## config.mk

```make
export PLATFORM = sky130hd
export DESIGN_NAME = dxt_mem_arbiter_flat
export DESIGN_NICKNAME = d
export VERILOG_FILES = /design/src/rtl/dxt_mem_arbiter_pkg.sv /design/src/rtl/dxt_mem_arbiter_if.sv /design/src/rtl/dxt_mem_arbiter.sv /design/src/flat_wrapper.sv
export SDC_FILE = /design/constraint.sdc
export NUM_CORES = 1
export LEC_CHECK = 0
export CAP_MARGIN = 30
export CORE_AREA = 2 2 233 235
export DETAILED_ROUTE_END_ITERATION = 7
export DIE_AREA = 0 0 235 237
export GPL_TIMING_DRIVEN = 0
export SETUP_SLACK_MARGIN = 0.3
export SLEW_MARGIN = 40
export SYNTH_ARGS = -nofsm -noshare
export SYNTH_HDL_FRONTEND = slang
export SYNTH_SLANG_ARGS = --single-unit
```

## constraint.sdc

```tcl
create_clock -name clk_i -period 2.6 [get_ports clk_i]
set_clock_uncertainty 0.2 [all_clocks]
set_input_delay 0.78 -clock clk_i [delete_from_list [all_inputs] [get_ports clk_i]]
set_output_delay 0.78 -clock clk_i [all_outputs]
set_load 0.01 [all_outputs]
```

## src/rtl/dxt_mem_arbiter_pkg.sv

```systemverilog
// Shared types and constants for the DAT/DCT table RAM arbiter.
// Table geometry lives here so both table instances and their requesters agree.
package dxt_mem_arbiter_pkg;

  localparam int unsigned DatAw          = 5;
  localparam int unsigned DctAw          = 5;
  localparam int unsigned DatDw          = 64;
  localparam int unsigned DctDw          = 128;
  localparam int unsigned DxtStarveLimit = 4;
  localparam int unsigned StarveW        = 4;

  typedef enum logic [0:0] {
    ARB    = 1'b0,
    LOCKED = 1'b1
  } dxt_arb_state_e;

  typedef enum logic [0:0] {
    OwnerHw = 1'b0,
    OwnerSw = 1'b1
  } dxt_owner_e;

  typedef struct packed {
    logic             req;
    logic             write;
    logic [DatAw-1:0] addr;
    logic [DatDw-1:0] wdata;
    logic [DatDw-1:0] wmask;
  } dxt_dat_req_t;

  typedef struct packed {
    logic             req;
    logic             write;
    logic [DctAw-1:0] addr;
    logic [DctDw-1:0] wdata;
    logic [DctDw-1:0] wmask;
  } dxt_dct_req_t;

  // Waiting-cycle counter step: clears when not waiting, saturates at the limit.
  function automatic logic [StarveW-1:0] starve_next(
    input logic [StarveW-1:0] cur,
    input logic [StarveW-1:0] limit,
    input logic               waiting
  );
    logic [StarveW-1:0] nxt;
    if (!waiting) begin
      nxt = {StarveW{1'b0}};
    end else if (cur >= limit) begin
      nxt = limit;
    end else begin
      nxt = cur + {{(StarveW-1){1'b0}}, 1'b1};
    end
    return nxt;
  endfunction

endpackage

```

## src/rtl/dxt_mem_arbiter_if.sv

```systemverilog
// Requester (hw/sw) and RAM-side signal bundle of the table arbiter.
// slave is the arbiter's view; master is the requesters' plus RAM's view.
interface dxt_mem_arbiter_if
  import dxt_mem_arbiter_pkg::*;
#(
  parameter int unsigned AddrWidth = DatAw,
  parameter int unsigned DataWidth = 64
) ();

  logic                 hw_req_i;
  logic                 hw_lock_i;
  logic                 hw_write_i;
  logic [AddrWidth-1:0] hw_addr_i;
  logic [DataWidth-1:0] hw_wdata_i;
  logic [DataWidth-1:0] hw_wmask_i;
  logic                 hw_gnt_o;
  logic                 hw_rvalid_o;
  logic [DataWidth-1:0] hw_rdata_o;

  logic                 sw_req_i;
  logic                 sw_write_i;
  logic [AddrWidth-1:0] sw_addr_i;
  logic [DataWidth-1:0] sw_wdata_i;
  logic [DataWidth-1:0] sw_wmask_i;
  logic                 sw_gnt_o;
  logic                 sw_rvalid_o;
  logic [DataWidth-1:0] sw_rdata_o;

  logic                 mem_req_o;
  logic                 mem_write_o;
  logic [AddrWidth-1:0] mem_addr_o;
  logic [DataWidth-1:0] mem_wdata_o;
  logic [DataWidth-1:0] mem_wmask_o;
  logic [DataWidth-1:0] mem_rdata_i;

  modport slave (
    input  hw_req_i, hw_lock_i, hw_write_i, hw_addr_i, hw_wdata_i, hw_wmask_i,
    output hw_gnt_o, hw_rvalid_o, hw_rdata_o,
    input  sw_req_i, sw_write_i, sw_addr_i, sw_wdata_i, sw_wmask_i,
    output sw_gnt_o, sw_rvalid_o, sw_rdata_o,
    output mem_req_o, mem_write_o, mem_addr_o, mem_wdata_o, mem_wmask_o,
    input  mem_rdata_i
  );

  modport master (
    output hw_req_i, hw_lock_i, hw_write_i, hw_addr_i, hw_wdata_i, hw_wmask_i,
    input  hw_gnt_o, hw_rvalid_o, hw_rdata_o,
    output sw_req_i, sw_write_i, sw_addr_i, sw_wdata_i, sw_wmask_i,
    input  sw_gnt_o, sw_rvalid_o, sw_rdata_o,
    input  mem_req_o, mem_write_o, mem_addr_o, mem_wdata_o, mem_wmask_o,
    output mem_rdata_i
  );

endinterface

```

## src/rtl/dxt_mem_arbiter.sv

```systemverilog
// Single-port DAT/DCT table RAM arbiter: hw-priority with sw anti-starvation,
// hw lock for atomic read-modify-write, 1-cycle read data return to the owner.
module dxt_mem_arbiter
  import dxt_mem_arbiter_pkg::*;
#(
  parameter int unsigned AddrWidth   = DatAw,
  parameter int unsigned DataWidth   = 64,
  parameter int unsigned StarveLimit = DxtStarveLimit
) (
  input  logic                clk_i,
  input  logic                rst_ni,
  dxt_mem_arbiter_if.slave    bus,
  output logic                locked_o
);

  localparam logic [StarveW-1:0] StarveMax = StarveW'(StarveLimit);

  dxt_arb_state_e     state_r, state_next_s;
  logic [StarveW-1:0] starve_r;
  logic               rd_pend_r;
  dxt_owner_e         rd_owner_r;
  logic               hw_gnt_s, sw_gnt_s, lock_hold_s;

  // Grant selection and next state; a lock dropping this cycle already arbitrates as ARB.
  always_comb begin
    state_next_s = state_r;
    hw_gnt_s     = 1'b0;
    sw_gnt_s     = 1'b0;
    lock_hold_s  = 1'b0;
    if (!rst_ni) begin
      state_next_s = ARB;
    end else begin
      lock_hold_s = (state_r == LOCKED) && bus.hw_lock_i;
      if (lock_hold_s) begin
        hw_gnt_s = bus.hw_req_i;
      end else if (bus.hw_req_i && bus.sw_req_i) begin
        if (starve_r == StarveMax) begin
          sw_gnt_s = 1'b1;
        end else begin
          hw_gnt_s = 1'b1;
        end
      end else begin
        hw_gnt_s = bus.hw_req_i;
        sw_gnt_s = bus.sw_req_i;
      end
      case (state_r)
        ARB:     state_next_s = (hw_gnt_s && bus.hw_lock_i) ? LOCKED : ARB;
        LOCKED:  state_next_s = bus.hw_lock_i ? LOCKED : ARB;
        default: state_next_s = ARB;
      endcase
    end
  end

  // State, starvation counter and pending-read bookkeeping.
  always_ff @(posedge clk_i) begin
    if (!rst_ni) begin
      state_r    <= ARB;
      starve_r   <= {StarveW{1'b0}};
      rd_pend_r  <= 1'b0;
      rd_owner_r <= OwnerHw;
    end else begin
      state_r    <= state_next_s;
      starve_r   <= starve_next(starve_r, StarveMax, bus.sw_req_i && !sw_gnt_s);
      rd_pend_r  <= (hw_gnt_s && !bus.hw_write_i) || (sw_gnt_s && !bus.sw_write_i);
      rd_owner_r <= sw_gnt_s ? OwnerSw : OwnerHw;
    end
  end

  // RAM port mirrors whichever requester holds the grant; idle drives zeros.
  always_comb begin
    bus.mem_write_o = 1'b0;
    bus.mem_addr_o  = {AddrWidth{1'b0}};
    bus.mem_wdata_o = {DataWidth{1'b0}};
    bus.mem_wmask_o = {DataWidth{1'b0}};
    if (hw_gnt_s) begin
      bus.mem_write_o = bus.hw_write_i;
      bus.mem_addr_o  = bus.hw_addr_i;
      bus.mem_wdata_o = bus.hw_wdata_i;
      bus.mem_wmask_o = bus.hw_wmask_i;
    end else if (sw_gnt_s) begin
      bus.mem_write_o = bus.sw_write_i;
      bus.mem_addr_o  = bus.sw_addr_i;
      bus.mem_wdata_o = bus.sw_wdata_i;
      bus.mem_wmask_o = bus.sw_wmask_i;
    end else begin
      bus.mem_write_o = 1'b0;
    end
  end

  // Read return: rvalid is qualified by reset so a read in flight at reset is dropped.
  always_comb begin
    bus.hw_rvalid_o = rst_ni && rd_pend_r && (rd_owner_r == OwnerHw);
    bus.sw_rvalid_o = rst_ni && rd_pend_r && (rd_owner_r == OwnerSw);
    bus.hw_rdata_o  = bus.hw_rvalid_o ? bus.mem_rdata_i : {DataWidth{1'b0}};
    bus.sw_rdata_o  = bus.sw_rvalid_o ? bus.mem_rdata_i : {DataWidth{1'b0}};
  end

  assign bus.hw_gnt_o  = hw_gnt_s;
  assign bus.sw_gnt_o  = sw_gnt_s;
  assign bus.mem_req_o = hw_gnt_s || sw_gnt_s;
  assign locked_o      = rst_ni && (state_r == LOCKED);

endmodule

```

## src/flat_wrapper.sv

```systemverilog
// flat-port wrapper written by rule: the top's interface ports become plain ports
module dxt_mem_arbiter_flat import dxt_mem_arbiter_pkg::*;
#(
  parameter int unsigned AddrWidth   = DatAw,
  parameter int unsigned DataWidth   = 64,
  parameter int unsigned StarveLimit = DxtStarveLimit
)
  (clk_i, rst_ni, locked_o, bus_hw_req_i, bus_hw_lock_i, bus_hw_write_i, bus_hw_addr_i, bus_hw_wdata_i, bus_hw_wmask_i, bus_hw_gnt_o, bus_hw_rvalid_o, bus_hw_rdata_o, bus_sw_req_i, bus_sw_write_i, bus_sw_addr_i, bus_sw_wdata_i, bus_sw_wmask_i, bus_sw_gnt_o, bus_sw_rvalid_o, bus_sw_rdata_o, bus_mem_req_o, bus_mem_write_o, bus_mem_addr_o, bus_mem_wdata_o, bus_mem_wmask_o, bus_mem_rdata_i);
  dxt_mem_arbiter_if #(.AddrWidth(AddrWidth), .DataWidth(DataWidth)) bus_i ();
  input  logic clk_i;
  input  logic rst_ni;
  output logic locked_o;
  input wire logic [$bits(bus_i.hw_req_i)-1:0] bus_hw_req_i;
  input wire logic [$bits(bus_i.hw_lock_i)-1:0] bus_hw_lock_i;
  input wire logic [$bits(bus_i.hw_write_i)-1:0] bus_hw_write_i;
  input wire logic [$bits(bus_i.hw_addr_i)-1:0] bus_hw_addr_i;
  input wire logic [$bits(bus_i.hw_wdata_i)-1:0] bus_hw_wdata_i;
  input wire logic [$bits(bus_i.hw_wmask_i)-1:0] bus_hw_wmask_i;
  output wire logic [$bits(bus_i.hw_gnt_o)-1:0] bus_hw_gnt_o;
  output wire logic [$bits(bus_i.hw_rvalid_o)-1:0] bus_hw_rvalid_o;
  output wire logic [$bits(bus_i.hw_rdata_o)-1:0] bus_hw_rdata_o;
  input wire logic [$bits(bus_i.sw_req_i)-1:0] bus_sw_req_i;
  input wire logic [$bits(bus_i.sw_write_i)-1:0] bus_sw_write_i;
  input wire logic [$bits(bus_i.sw_addr_i)-1:0] bus_sw_addr_i;
  input wire logic [$bits(bus_i.sw_wdata_i)-1:0] bus_sw_wdata_i;
  input wire logic [$bits(bus_i.sw_wmask_i)-1:0] bus_sw_wmask_i;
  output wire logic [$bits(bus_i.sw_gnt_o)-1:0] bus_sw_gnt_o;
  output wire logic [$bits(bus_i.sw_rvalid_o)-1:0] bus_sw_rvalid_o;
  output wire logic [$bits(bus_i.sw_rdata_o)-1:0] bus_sw_rdata_o;
  output wire logic [$bits(bus_i.mem_req_o)-1:0] bus_mem_req_o;
  output wire logic [$bits(bus_i.mem_write_o)-1:0] bus_mem_write_o;
  output wire logic [$bits(bus_i.mem_addr_o)-1:0] bus_mem_addr_o;
  output wire logic [$bits(bus_i.mem_wdata_o)-1:0] bus_mem_wdata_o;
  output wire logic [$bits(bus_i.mem_wmask_o)-1:0] bus_mem_wmask_o;
  input wire logic [$bits(bus_i.mem_rdata_i)-1:0] bus_mem_rdata_i;
  assign bus_i.hw_req_i = bus_hw_req_i;
  assign bus_i.hw_lock_i = bus_hw_lock_i;
  assign bus_i.hw_write_i = bus_hw_write_i;
  assign bus_i.hw_addr_i = bus_hw_addr_i;
  assign bus_i.hw_wdata_i = bus_hw_wdata_i;
  assign bus_i.hw_wmask_i = bus_hw_wmask_i;
  assign bus_hw_gnt_o = bus_i.hw_gnt_o;
  assign bus_hw_rvalid_o = bus_i.hw_rvalid_o;
  assign bus_hw_rdata_o = bus_i.hw_rdata_o;
  assign bus_i.sw_req_i = bus_sw_req_i;
  assign bus_i.sw_write_i = bus_sw_write_i;
  assign bus_i.sw_addr_i = bus_sw_addr_i;
  assign bus_i.sw_wdata_i = bus_sw_wdata_i;
  assign bus_i.sw_wmask_i = bus_sw_wmask_i;
  assign bus_sw_gnt_o = bus_i.sw_gnt_o;
  assign bus_sw_rvalid_o = bus_i.sw_rvalid_o;
  assign bus_sw_rdata_o = bus_i.sw_rdata_o;
  assign bus_mem_req_o = bus_i.mem_req_o;
  assign bus_mem_write_o = bus_i.mem_write_o;
  assign bus_mem_addr_o = bus_i.mem_addr_o;
  assign bus_mem_wdata_o = bus_i.mem_wdata_o;
  assign bus_mem_wmask_o = bus_i.mem_wmask_o;
  assign bus_i.mem_rdata_i = bus_mem_rdata_i;
  dxt_mem_arbiter #(.AddrWidth(AddrWidth), .DataWidth(DataWidth), .StarveLimit(StarveLimit)) u_core (.clk_i(clk_i), .rst_ni(rst_ni), .bus(bus_i), .locked_o(locked_o));
endmodule
```

== Yosys cells after proc, flatten, opt, wreduce, memory -nomap -nowiden ==
Index checks and enable logic that the tools add are counted.
Operators by class
  $add $sub $neg: 1
  $lt $le $gt $ge: 1
  equality and inequality tests: 1
  mux-type cells: 24
  bitwise logic cells: 4
  reductions and logical operators: 17
Operator list (number)
  two-way mux 64 bit: 6
  two-way mux 1 bit: 14
  logical AND 1 bit: 10
  two-way mux 5 bit: 2
  adder 4 x 1 -> 4 bit, second input constant: 1
  equality test 4 x 3 -> 1 bit, second input constant: 1
  greater-or-equal comparator 4 x 3 -> 1 bit, second input constant: 1
  inverter 1 bit: 4
  zero test 1 bit: 3
  two-way mux 3 bit: 1
  OR reduction 3 bit: 1
  logical OR 1 bit: 2
  one-hot mux 1 bit (2 select lines): 1
  AND reduction 2 bit: 1
Word-level totals
  flip-flop bits (word level): 7
  output and inout port bits: 268
  logic and storage cells: 53

== Logic depth before layout (Yosys ltp) ==
  depth in word-level cells: 9
  depth in mapped cells: 8
  gate-level depth less buffers: 5

== Worst setup path before layout ==
OpenSTA, ideal clock, no wires.
  path type: in2out
  start point: in bus_sw_req_i
  end point: out bus_mem_wmask_o[24]
  arrival: 1.726 ns
  data required time: 1.620 ns
  setup slack: -0.106 ns
  cell stages on the path: 6
  buffers on the path: 3
  path through: a21bo_1 buf_6 buf_6 buf_6 a211oi_2 o21a_1
On the way
  word-level cells in the longest chain between the ends: 6
  elaborated cells between the ends (all ways): 10
  those cells by class: mux (9); reduce/logical (1)
RTL lines
  start, declared: line flat_wrapper.sv:22  | input wire logic [$bits(bus_i.sw_req_i)-1:0] bus_sw_req_i;
  logical AND 1 bit: line dxt_mem_arbiter.sv:36  | end else if (bus.hw_req_i && bus.sw_req_i) begin
  two-way mux 1 bit: line dxt_mem_arbiter.sv:36
  two-way mux 1 bit: line dxt_mem_arbiter.sv:34  | if (lock_hold_s) begin
  two-way mux 1 bit: line dxt_mem_arbiter.sv:30  | if (!rst_ni) begin
  two-way mux 64 bit / two-way mux 1 bit (equally long branches): line dxt_mem_arbiter.sv:80, dxt_mem_arbiter.sv:30
  two-way mux 64 bit *: line dxt_mem_arbiter.sv:75  | if (hw_gnt_s) begin
  end, declared: line flat_wrapper.sv:34  | output wire logic [$bits(bus_i.mem_wmask_o)-1:0] bus_mem_wmask_o;
Mark *: on every way between the ends. The rest lies on a longest branch, timed or not. The select of a mux whose other input is x is not followed.

== Worst setup path after layout ==
  start point: in bus_hw_lock_i
  end point: out bus_mem_wdata_o[4]
On the way
  word-level cells in the longest chain between the ends: 5
  elaborated cells between the ends (all ways): 8
  those cells by class: mux (7); reduce/logical (1)
RTL lines
  start, declared: line flat_wrapper.sv:14  | input wire logic [$bits(bus_i.hw_lock_i)-1:0] bus_hw_lock_i;
  logical AND 1 bit *: line dxt_mem_arbiter.sv:33  | lock_hold_s = (state_r == LOCKED) && bus.hw_lock_i;
  two-way mux 1 bit: line dxt_mem_arbiter.sv:34
  two-way mux 1 bit: line dxt_mem_arbiter.sv:30
  two-way mux 64 bit / two-way mux 1 bit (equally long branches): line dxt_mem_arbiter.sv:80, dxt_mem_arbiter.sv:30
  two-way mux 64 bit *: line dxt_mem_arbiter.sv:75
  end, declared: line flat_wrapper.sv:33  | output wire logic [$bits(bus_i.mem_wdata_o)-1:0] bus_mem_wdata_o;
Marked as above.

==> results.md <==
- Run status: finished with violations
- Failing checks: setup timing
- CTS buffer count: 3
- Finished Core Util: 33.5%
- First-pass GRT wire length: 72.0 mm
- Worst-path clk slew: 0.04 ns
- Routed len/inst: 21.1 microns
- 1st-pass router iterations: 5
- Power, Total: 2.92 mW
- Cells after synthesis: 958
- Vias per std cell: 4.17
- Simple-gate area share of the yosys netlist: 24.7%
- Final Setup Violations: 266
- Post-synth top area cell: o21a_1
- Chip Height: 237 microns
- Vias in the first global route: 10.5k
- Pre-CTS setup slack: -1.68 ns
- Pleak: 7.74 nW
- Synth cell count leaders: a21oi_1 (137), inv_1 (137), nand2_1 (137), o21a_1 (136), and2_1 (129)
- Final worst-path cycle share: 121%
- Crit-path cells: buf_8 > buf_6 > a21boi_4 > buf_6 > buf_6 > buf_12 > clkbuf_16 > buf_6 > a21oi_4 > o21a_1 > buf_6
- Top cells by area, synth: o21a_1 (18%), and2_1 (14%), a211oi_1 (13%)
- Synthesized area: 5580 sq um
- Peak Freq: 317 MHz
- H-tree levels: 1
- Met2 WL post-DR: 26.0 mm
- Slew HR: 56.8%
- Largest family of logic cells by synthesized area: compound AO/OA/AOI/OAI gates
- Compound-cell area share of the yosys netlist: 53.3%
- Sink Count: 7
- Share of layout cells above drive strength 1: 54.8%
- Syn-to-layout area delta: 220%
- Syn_nets: 1,297
- DP HPWL: 38.0 mm
- Worst path slowest cell: o21a_1
- RSZ-0062 raised after global routing: yes
- Final Max Slew Viols: 0
- Crit-path max FO: 6
- Hold WC Path Type: register to register
- Cell Pwr Density: 163 nW/um^2
- Actual slew at the worst max-slew pin: 0.647 ns
- Worst skew pair latency: 0.23 ns
- Final wirelength: 51.6 mm
- Post-Synth Adder-Cell Area: 0.449%
- Crit path launch type: input pin
- Total track usage: 17.1%
- DR WL met3: 3.25 mm
- VDD IR max: 0.236 mV
- Placed Cells: 2,256
- Post-Layout Cell Count: 2,449
- Hold_buf cts: 0
- Hold Fails Final Rpt: 0
- Clock Tree Root: clkbuf_16
- Routability cong.: 0.900
- Register area: 140 sq um
- Cell Rows: 85
- Synth unique cells: 26
- Clock Path Buffers: 2
- Post-synth EDFFs: 0
- Post-synth top area share: 18.3%
- Starting DRT DRC Count: 353
- Boundary Pins: 605
- IO buf count: 602
- Seq/Total Area, Yosys: 2.51%
- Yosys reg bits: 7
- Highest Signal Layer: met5
- Drc violations: 0
- Main synth FF type: dfxtp_1
- Final ANT Viol Nets: 0
- Most frequent CP cell: buf_6
- Crit path DAT: 2.18 ns
- Critical Path Sink Type: output pin
- Fraction of registers with async set/reset: 0%
- Post-Synth XOR/XNOR Area: 0%
- Max stage delay on crit path: 0.20 ns
- Final Cell Area: 17,800 sq um
- TritonCTS clock tree: done
- Multi-input logic area: 6020 sq um
- Initial core utilization: 10.5%
- WL met1: 20.5 mm
- Via count: 10.2k
- Core Area: 53,300 sq um
- Final WS setup: -0.556 ns
- Ys Warns: 0
- Dpl cell area: 13,400 sq um
- Max Cap Violations: 0
- Mux cell area share after synthesis: 0%
- Critical path required time: 1.62 ns
- Initial antenna violation count: 7
- Full die area: 55,700 sq um
- GRT overflow: 0
- Filler Cell Count: 5,502
- Crit path kind: input pin to output pin
- Largest net degree at the start of global routing: 11
- Nets: 2,090
- Die Wd: 235 microns
- Post-Syn Area per Cell: 5.82 sq um
- Tmin final: 3.16 ns
## metrics by stage
stage / setup TNS [ns] / hold WS, ns
floorplan: -4.80 / 0.217
global placement: -293.00 / 0.230
detailed placement: -296.70 / 0.240
CTS: -98.59 / 0.250
global route: -112.06 / 0.275
finish: -98.64 / 0.247
## metal layers
layer | track usage [%] | vias up
met5 | 0 | -
met4 | 4.76 | 8
met3 | 3.60 | 84
met2 | 31.3 | 444
met1 | 20.0 | 4887
li1 | - | 4786
## final timing paths
check                                         from            endpoint  slack (ns)  cells after the start
worst max-delay path                 bus_hw_lock_i  bus_mem_wdata_o[4]       -0.56                     11
worst min-delay path            u_core.starve_r[0]  u_core.starve_r[0]        0.25                      1
worst max register to register      u_core.state_r   u_core.rd_owner_r        0.68                      9
worst min register to register  u_core.starve_r[0]  u_core.starve_r[0]        0.25                      1
## cell type report
cell class	instances	area share, %
timing repair buffer	788	48.6
multi-input combinational	693	33.7
inverter	137	2.88
tap	696	4.88
antenna	3	0.0421
buffer	121	8.62
clock buffer	4	0.442
sequential	7	0.785
## flip-flops by register name, summed over array words and instances (netlist names)
name               cells
u_core.rd_pend_r       1
u_core.state_r         1
u_core.starve_r        4
u_core.rd_owner_r      1
## what timing repair did
item                                    4_1_cts  5_1_grt
setup buffers                               118       26
gates resized for setup                    1643      196
gates cloned                                 41        1
hold endpoints to repair                      0        0
endpoints found under the setup margin      273      268
pin swaps                                   168       83
## layout by cell type, fill, tap and decap left out, types with 2 or more instances in the layout
master           Yosys  routed
ha_1                 2       2
clkbuf_1            74       7
dfxtp_1              7       7
a21oi_1            137      22
clkbuf_4             0      17
nand2_1            137     134
buf_4                5      21
clkbuf_8             0       4
diode_2              0       3
buf_12               0      26
dlygate4sd2_1        0       2
buf_6                6     291
o21a_1             136     136
clkbuf_2             0      19
clkdlybuf4s50_1      0     330
a21oi_4              0      22
buf_8                0      40
nor2_1               4       3
a211oi_1            96       2
clkbuf_16            0      45
a21oi_2              0      93
buf_2               23      92
buf_16               0      18
nand2_4              0       2
a211oi_2            39     106
and2_4               0     129
a211oi_4             0      27
and3_4               0       2
inv_1              137     137
## power breakdown
part | leakage [nW] | switching [mW] | internal, mW | total, mW
Combinational | 7.64 | 1.09 | 1.45 | 2.53
Clock | 0.0382 | 0.0618 | 0.205 | 0.266
Sequential | 0.0576 | 0.00491 | 0.113 | 0.118
Total | 7.74 | 1.15 | 1.77 | 2.92
## kinds of logic after synthesis
group,after synthesis
AOI/OAI and AO/OA,414
and+or+nand+nor,276
buffers and inverters,258
DFF,7
adders and majority gates,2
other,1
## worst max-delay path: cells and delay by family
family	cells	cell delay, ns
buffers and inverters	8	0.94
AO/OA/AOI/OAI	3	0.44
Power figures use the tool's default switching activity.
